[src/rtl/multicycle_control.sv]
// Multicycle CPU control unit: FETCH/DECODE/EXEC/MEM/WB sequencer with a
// memory-wait timeout, sticky fault flags and a saturating retired-instruction counter.
module multicycle_control #(
  parameter int OPW     = 3,   // must be >= 3
  parameter int CNTW    = 16,
  parameter int TIMEOUT = 15   // must be >= 1
) (
  input  logic            clk,
  input  logic            reset,
  input  logic [OPW-1:0]  op,
  input  logic            mem_ready,
  input  logic            zero,
  output logic            sigPCWrite,
  output logic            sigIRWrite,
  output logic            sigBranch,
  output logic            sigMemtoReg,
  output logic            sigMemRead,
  output logic            sigMemWrite,
  output logic            sigALUSrc,
  output logic            sigRegWrite,
  output logic            sigRegDst,
  output logic [1:0]      sigALUOp,
  output logic [2:0]      state,
  output logic            halted,
  output logic            illegal,
  output logic            bus_fault,
  output logic [CNTW-1:0] instr_count
);
  typedef enum logic [2:0] {
    S_FETCH  = 3'd0,
    S_DECODE = 3'd1,
    S_EXEC   = 3'd2,
    S_MEM    = 3'd3,
    S_WB     = 3'd4,
    S_HALT   = 3'd5
  } state_t;

  localparam logic [2:0] OP_ALUR   = 3'd0;
  localparam logic [2:0] OP_LOAD   = 3'd1;
  localparam logic [2:0] OP_STORE  = 3'd2;
  localparam logic [2:0] OP_BRANCH = 3'd3;
  localparam logic [2:0] OP_ADDI   = 3'd4;
  localparam logic [2:0] OP_HALT   = 3'd7;

  // The wait counter never exceeds TIMEOUT-1 before the fault fires.
  localparam int              WAITW     = (TIMEOUT < 2) ? 1 : $clog2(TIMEOUT);
  localparam logic [WAITW-1:0] WAIT_LAST = WAITW'(TIMEOUT - 1);

  state_t            state_q;
  logic [2:0]        op_q;
  logic [WAITW-1:0]  wait_q;
  logic [CNTW-1:0]   count_q;
  logic [CNTW-1:0]   count_d;
  logic              halted_q;
  logic              illegal_q;
  logic              bus_fault_q;

  logic [2:0]        op_lo;
  logic              op_hi_zero;
  logic              op_legal;
  logic              timeout_hit;

  assign op_lo = op[2:0];

  generate
    if (OPW > 3) begin : g_op_hi
      assign op_hi_zero = ~|op[OPW-1:3];
    end else begin : g_op_nohi
      assign op_hi_zero = 1'b1;
    end
  endgenerate

  assign op_legal    = op_hi_zero &&
                       (op_lo inside {OP_ALUR, OP_LOAD, OP_STORE, OP_BRANCH, OP_ADDI, OP_HALT});
  assign timeout_hit = !mem_ready && (wait_q == WAIT_LAST);
  assign count_d     = (&count_q) ? count_q : count_q + CNTW'(1);

  // Wait counter is zero on every entry to FETCH/MEM because every exit clears it.
  always_ff @(posedge clk) begin
    if (reset) begin
      state_q     <= S_FETCH;
      op_q        <= '0;
      wait_q      <= '0;
      count_q     <= '0;
      halted_q    <= 1'b0;
      illegal_q   <= 1'b0;
      bus_fault_q <= 1'b0;
    end else begin
      case (state_q)
        S_FETCH: begin
          if (mem_ready) begin
            wait_q  <= '0;
            state_q <= S_DECODE;
          end else if (timeout_hit) begin
            bus_fault_q <= 1'b1;
            halted_q    <= 1'b1;
            state_q     <= S_HALT;
          end else begin
            wait_q <= wait_q + WAITW'(1);
          end
        end
        S_DECODE: begin
          op_q <= op_lo;
          if (!op_legal) begin
            illegal_q <= 1'b1;
            state_q   <= S_FETCH;
          end else if (op_lo == OP_HALT) begin
            halted_q <= 1'b1;
            state_q  <= S_HALT;
          end else begin
            state_q <= S_EXEC;
          end
        end
        S_EXEC: begin
          case (op_q)
            OP_BRANCH: begin
              state_q <= S_FETCH;
              count_q <= count_d;
            end
            OP_LOAD, OP_STORE: state_q <= S_MEM;
            default:           state_q <= S_WB;
          endcase
        end
        S_MEM: begin
          if (mem_ready) begin
            wait_q <= '0;
            if (op_q == OP_LOAD) begin
              state_q <= S_WB;
            end else begin
              state_q <= S_FETCH;
              count_q <= count_d;
            end
          end else if (timeout_hit) begin
            bus_fault_q <= 1'b1;
            halted_q    <= 1'b1;
            state_q     <= S_HALT;
          end else begin
            wait_q <= wait_q + WAITW'(1);
          end
        end
        S_WB: begin
          state_q <= S_FETCH;
          count_q <= count_d;
        end
        S_HALT:  state_q <= S_HALT;
        default: state_q <= S_FETCH;
      endcase
    end
  end

  // Controls are Moore on (state, op_q) except the mem_ready/zero gated strobes,
  // and are forced low while reset is held.
  always_comb begin
    sigPCWrite  = 1'b0;
    sigIRWrite  = 1'b0;
    sigBranch   = 1'b0;
    sigMemtoReg = 1'b0;
    sigMemRead  = 1'b0;
    sigMemWrite = 1'b0;
    sigALUSrc   = 1'b0;
    sigRegWrite = 1'b0;
    sigRegDst   = 1'b0;
    sigALUOp    = 2'b00;
    if (!reset) begin
      case (state_q)
        S_FETCH: begin
          sigMemRead = 1'b1;
          sigIRWrite = mem_ready;
          sigPCWrite = mem_ready;
        end
        S_EXEC: begin
          case (op_q)
            OP_ALUR: sigALUOp = 2'b10;
            OP_ADDI, OP_LOAD, OP_STORE: sigALUSrc = 1'b1;
            OP_BRANCH: begin
              sigBranch  = 1'b1;
              sigALUOp   = 2'b01;
              sigPCWrite = zero;
            end
            default: ;
          endcase
        end
        S_MEM: begin
          sigMemRead  = (op_q == OP_LOAD);
          sigMemWrite = (op_q == OP_STORE);
        end
        S_WB: begin
          sigRegWrite = 1'b1;
          sigMemtoReg = (op_q == OP_LOAD);
          sigRegDst   = (op_q == OP_ALUR);
        end
        default: ;
      endcase
    end
  end

  assign state       = state_q;
  assign halted      = halted_q;
  assign illegal     = illegal_q;
  assign bus_fault   = bus_fault_q;
  assign instr_count = count_q;
endmodule
[config.mk]
export PLATFORM = sky130hd
export DESIGN_NAME = multicycle_control
export DESIGN_NICKNAME = d
export VERILOG_FILES = /design/src/rtl/multicycle_control.sv
export SDC_FILE = /design/constraint.sdc
export NUM_CORES = 1
export LEC_CHECK = 0
export BUFFER_PORTS_ARGS = -buffer_cell sky130_fd_sc_hd__buf_2
export CAP_MARGIN = 20
export CORE_ASPECT_RATIO = 1.2
export CORE_MARGIN = 2
export CORE_UTILIZATION = 45
export CTS_BUF_LIST = sky130_fd_sc_hd__clkbuf_2
export CTS_CLUSTER_DIAMETER = 50
export CTS_CLUSTER_SIZE = 8
export DETAILED_ROUTE_END_ITERATION = 6
export GPL_ROUTABILITY_DRIVEN = 0
export GPL_TIMING_DRIVEN = 0
export PLACE_DENSITY = 0.77
export SYNTH_ARGS = -nofsm -noshare
export SYNTH_HDL_FRONTEND = slang
export SYNTH_SLANG_ARGS = --single-unit
[constraint.sdc]
create_clock -name clk -period 2.75 [get_ports clk]
set_clock_uncertainty 0.15 [all_clocks]
set_input_delay 0.55 -clock clk [delete_from_list [all_inputs] [get_ports clk]]
set_output_delay 0.55 -clock clk [all_outputs]
set_load 0.05 [all_outputs]
After elaboration in Yosys (flattened, before gate mapping)
Index checks and enable logic that the tools add are counted.
{"block": "word_totals", "output_inout_bits": 33, "input_bits": 7, "elab_cells": 95, "ff_bits": 29}
{"block": "op_classes", "bitwise": 2, "n_eq_ne": 23, "n_addsub": 2, "reduce_logical": 17, "n_mux": 44}
{"op": "16-bit 2-to-1 mux", "n": 4}
{"op": "16-bit case mux with 3 select lines", "n": 1}
{"op": "1-bit 2-to-1 mux", "n": 23}
{"op": "3-bit by 2-bit == test with 1-bit output, second input constant", "n": 6}
{"op": "3-bit 2-to-1 mux", "n": 6}
{"op": "16-bit by 1-bit adder with 16-bit output, second input constant", "n": 1}
{"op": "16-bit AND reduction", "n": 1}
{"op": "3-bit == test, second input constant", "n": 5}
{"op": "3-bit case mux with 5 select lines", "n": 1}
{"op": "2-bit inequality test, second input constant", "n": 7}
{"op": "3-bit by 1-bit == test with 1-bit output, second input constant", "n": 3}
{"op": "3-bit logical NOT", "n": 3}
{"op": "4-bit 2-to-1 mux", "n": 2}
{"op": "1-bit case mux with 2 select lines", "n": 3}
{"op": "3-bit case mux with 2 select lines", "n": 1}
{"op": "6-bit nonzero test", "n": 1}
{"op": "5-bit AND reduction", "n": 1}
{"op": "4-bit by 1-bit adder with 4-bit output, second input constant", "n": 1}
{"op": "4-bit == test, second input constant", "n": 1}
{"op": "2-bit 2-to-1 mux", "n": 2}
{"op": "2-bit case mux with 2 select lines", "n": 1}
{"op": "2-bit AND reduction", "n": 2}
{"op": "4-bit AND reduction", "n": 1}
{"op": "2-bit OR reduction", "n": 2}
{"op": "8 further kinds", "n": 9}

Logic depth before layout (Yosys ltp)
{"block": "logic_depth", "depth_word": 5, "mapped_depth": 8, "mapped_depth_nobuf": 7}

Worst setup path before layout
No wires, ideal clock.
{"block": "synth_path", "path_type": "reg-to-output", "start": "register state_q[1] (netlist: state[1])", "end": "output sigALUOp[1]", "n_path_buf": 1, "stages_incl_launch_ff": 5, "t_required_ns": 2.050, "arrival_ns": 2.750, "slack_ns": -0.700, "cell_sequence": "dfxtp_1 buf_6 nand2b_2 or3_1 nor4_1"}
{"block": "synth_between", "elab_chain_cells": 3}
{"element": "start, declared", "line_no": "49", "rtl": "state_t state_q;"}
{"element": "start signal, assigned", "line_no": "81", "rtl": "state_q <= S_FETCH;"}
{"element": "start signal, assigned", "line_no": "93", "rtl": "state_q <= S_DECODE;"}
{"element": "start signal, assigned", "line_no": "97", "rtl": "state_q <= S_HALT;"}
{"element": "3-bit by 2-bit == test with 1-bit output", "line_no": "165", "rtl": "case (state_q)"}
{"element": "2-bit 2-to-1 mux", "line_no": "165"}
{"element": "2-bit 2-to-1 mux", "line_no": "164", "rtl": "if (!reset) begin"}
{"element": "end, declared", "line_no": "22", "rtl": "output logic [1:0] sigALUOp,"}
Every way passes these cells.

Final worst setup path
{"block": "layout_path", "start": "register state_q[2] (netlist: state[2])", "end": "output sigALUOp[0]"}
The elaborated chain is that of the path after synthesis.

==> flow_summary_export.csv <==
group,metric,value,unit
global_route,grt_pass1_vias,1460,
die,coreArea,3630,µm²
routing,drt-wirelength-per-cell,11.9,µm
global_route,antenna_found_initial,0,
power_and_ir_drop,peakVddDrop,0.000287,V
timing,slew_headroom,63.9,%
synthesis,synth-main-ff-cell,"dfxtp_1",
synthesis,ys_async_sr_fraction,0,%
final_layout,synthToLayoutAreaGrowth,19.7,%
critical_path,crit_path_end_kind,"output pin",
final_layout,final_util,55.9,%
routing,drtIter0Drc,75,
clock_tree,worstSkewPairLatency,0.35,ns
clock_tree,numCtsBuffers,5,
timing,tightest_slew,0.536,ns
synthesis,netlist.area_leader.share,34.2,%
final_layout,fin_cells,313,
run_status,status,"complete, no violations",
routing,ant_nets,0,
synthesis,synth_common_cells,"29 x dfxtp_1, 26 x nor2_1, 22 x a21oi_1",
critical_path,path_max_fanout,6,
global_route,grt_pass1_wl,6.17,mm
timing,drv_slew,0,
global_route,overflow,0,
die,ioPinCount,40,
die,placementRows,24,
clock_tree,ctsHoldBuffers,0,
synthesis,synth_cell_types,48,
synthesis,syn_nets,224,
clock_tree,clk_path_buf_depth,2,
critical_path,required,2.05,ns
clock_tree,clkSlewWorstSetupHoldPaths,0.15,ns
synthesis,syn_area_per_cell,7.93,µm²
timing,hold_viol,0,
routing,via_per_inst,5.39,
critical_path,start_kind,"register",
critical_path,worst-setup-path-type,"register to output pin",
clock_tree,cts_sinks,29,
global_route,grt_use_total,18.3,%
routing,drc_errors,0,
min_path,hp-class,"primary input to register",
timing,setup_viol,0,
place,port-buffer-count,39,
timing,fin_crit_sh,94.6,%
die,die-area,4280,µm²
timing,rsz0062_at_grt,"false",
synthesis,ys_top_cells_by_area,"dfxtp_1 34%, a21oi_1 6.5%, nor2_1 5.8%, or3_1 4.1%, o21ai_0 3.5%",
die,start_util,46.7,%
routing,routed_wl,3.71,mm
clock_tree,cts_resized,0,
flow_run,cap_violations,0,
routing,num_vias,1687,
clock_tree,post-cts-setup-buffers,0,
critical_path,cp.arrival,1.90,ns
synthesis,synth_edf_count,0,
routing,firstDrtPassIters,4,
global_route,grt_max_degree,11,
synthesis,ys_seq_elements,29,
synthesis,synth_cells,214,
timing,holdWs,0.288,ns
place,hpwl,2.80,mm
power_and_ir_drop,p_leak,0.845,nW
place,dpl_cell_area,1990,µm²
final_layout,layout.nets,270,
die,die_y,71.3,µm
place,dp_cells,305,
die,die_w,60.1,µm
synthesis,synth_top_cell_by_area,"dfxtp_1",
power_and_ir_drop,p_per_area,411,nW/µm²
synthesis,ys.warnings.count,0,
synthesis,yosysMostFrequentCell,"dfxtp_1",
final_layout,n_fill_cell,357,
synthesis,synthesis.area,1700,µm²
final_layout,drive_above_1_share,26.1,%
clock_tree,cts_tree,"built",
clock_tree,cts_root_buf,"clkbuf_2",
final_layout,n_antenna_cell,0,
final_layout,stdcell_area,2030,µm²
clock_tree,htree_num_levels,2,
timing,fmax,384,MHz
synthesis,yosysSeqAreaShare,34.2,%
timing,fin_crit,2.60,ns
==> through the flow <==
step	power, mW	setup slack [ns]	TNS [ns]
global route	0.881	0.0119	0
detailed placement	0.643	0.446	0
CTS	0.850	0.103	0
global placement	0.640	0.435	0
finish	0.834	0.147	0
floorplan	0.601	-0.161	-0.277
==> report_power, final <==
part           switching [mW]  total [mW]  internal (mW)
sequential             0.0103       0.442          0.432
combinational           0.130       0.191         0.0615
clock                   0.146       0.201         0.0556
total                   0.286       0.834          0.549
==> cell type report <==
class	instances	area (µm²)	area share (%)
Buffer	13	80.1	3.94
Clock buffer	5	25.0	1.23
Clock inverter	3	12.5	0.616
Inverter	6	22.5	1.11
Multi-Input combinational cell	166	1050	51.7
Sequential cell	29	581	28.6
Tap cell	52	65.1	3.20
Timing Repair Buffer	39	195	9.61
==> critical path: stages (launching register included) <==
cell and delay [ns]:
dfxtp_1 0.39, nand2b_2 0.26, or3_1 0.42, nor2_4 0.13, buf_4 0.10, buf_2 0.24
==> layout by cell type, fill, tap and decap left out, types with 3 or more instances in the layout <==
cell type | synthesis | routed
clkbuf_2 | 0 | 5
o21ai_1 | 7 | 7
ha_1 | 3 | 3
buf_2 | 4 | 43
nor4_2 | 0 | 3
nor2_1 | 26 | 25
dfxtp_1 | 29 | 29
o21a_1 | 3 | 3
nor2b_1 | 4 | 4
a21oi_1 | 22 | 22
nand2_1 | 13 | 13
o21ai_0 | 12 | 12
or3_1 | 11 | 11
inv_1 | 6 | 6
nor3_1 | 6 | 5
nand3_1 | 8 | 8
and4_1 | 4 | 4
o31ai_1 | 3 | 3
or4_1 | 4 | 4
clkbuf_1 | 5 | 5
buf_6 | 3 | 3
nand4_1 | 3 | 3
==> cells by family (layout without fill, tap and decap cells) <==
| kind of cell | count (synthesis) | after routing | share of synthesized area (%) |
|---|---|---|---|
| DFF | 29 | 29 | 34.2 |
| buffers and inverters | 19 | 66 | 6.05 |
| and+or+nand+nor | 96 | 96 | 31.9 |
| xor gates and xnor gates | 4 | 4 | 2.07 |
| muxes | 3 | 3 | 1.84 |
| AOI/OAI and AO/OA | 60 | 60 | 21.7 |
| adders and majority gates | 3 | 3 | 2.21 |
==> worst paths after layout <==
kind                  startpoint        endpoint  slack [ns]  cells past startpoint
setup / recovery        state[2]     sigALUOp[0]        0.15                      5
hold / removal             op[2]         op_q[2]        0.29                      3
setup reg to reg  instr_count[0]  instr_count[1]        0.67                      8
hold reg to reg          illegal         illegal        0.35                      2
==> flip-flops by register name, summed over array words and instances, names as in the netlist <==
name,cells
bus_fault,1
halted,1
illegal,1
instr_count,16
op_q,3
state,3
wait_q,4
==> layer usage <==
metal | track usage (%) | vias up | part of all wire (%) | routed length [µm]
li1 | - | 871 | - | -
met1 | 23.5 | 778 | 46 | 1720
met2 | 29.1 | 36 | 49 | 1810
met3 | 5.42 | 2 | 4.5 | 167
met4 | 5.68 | 0 | 0.51 | 19
met5 | 0 | - | 0 | 0
(Power assumes the default switching activity.)
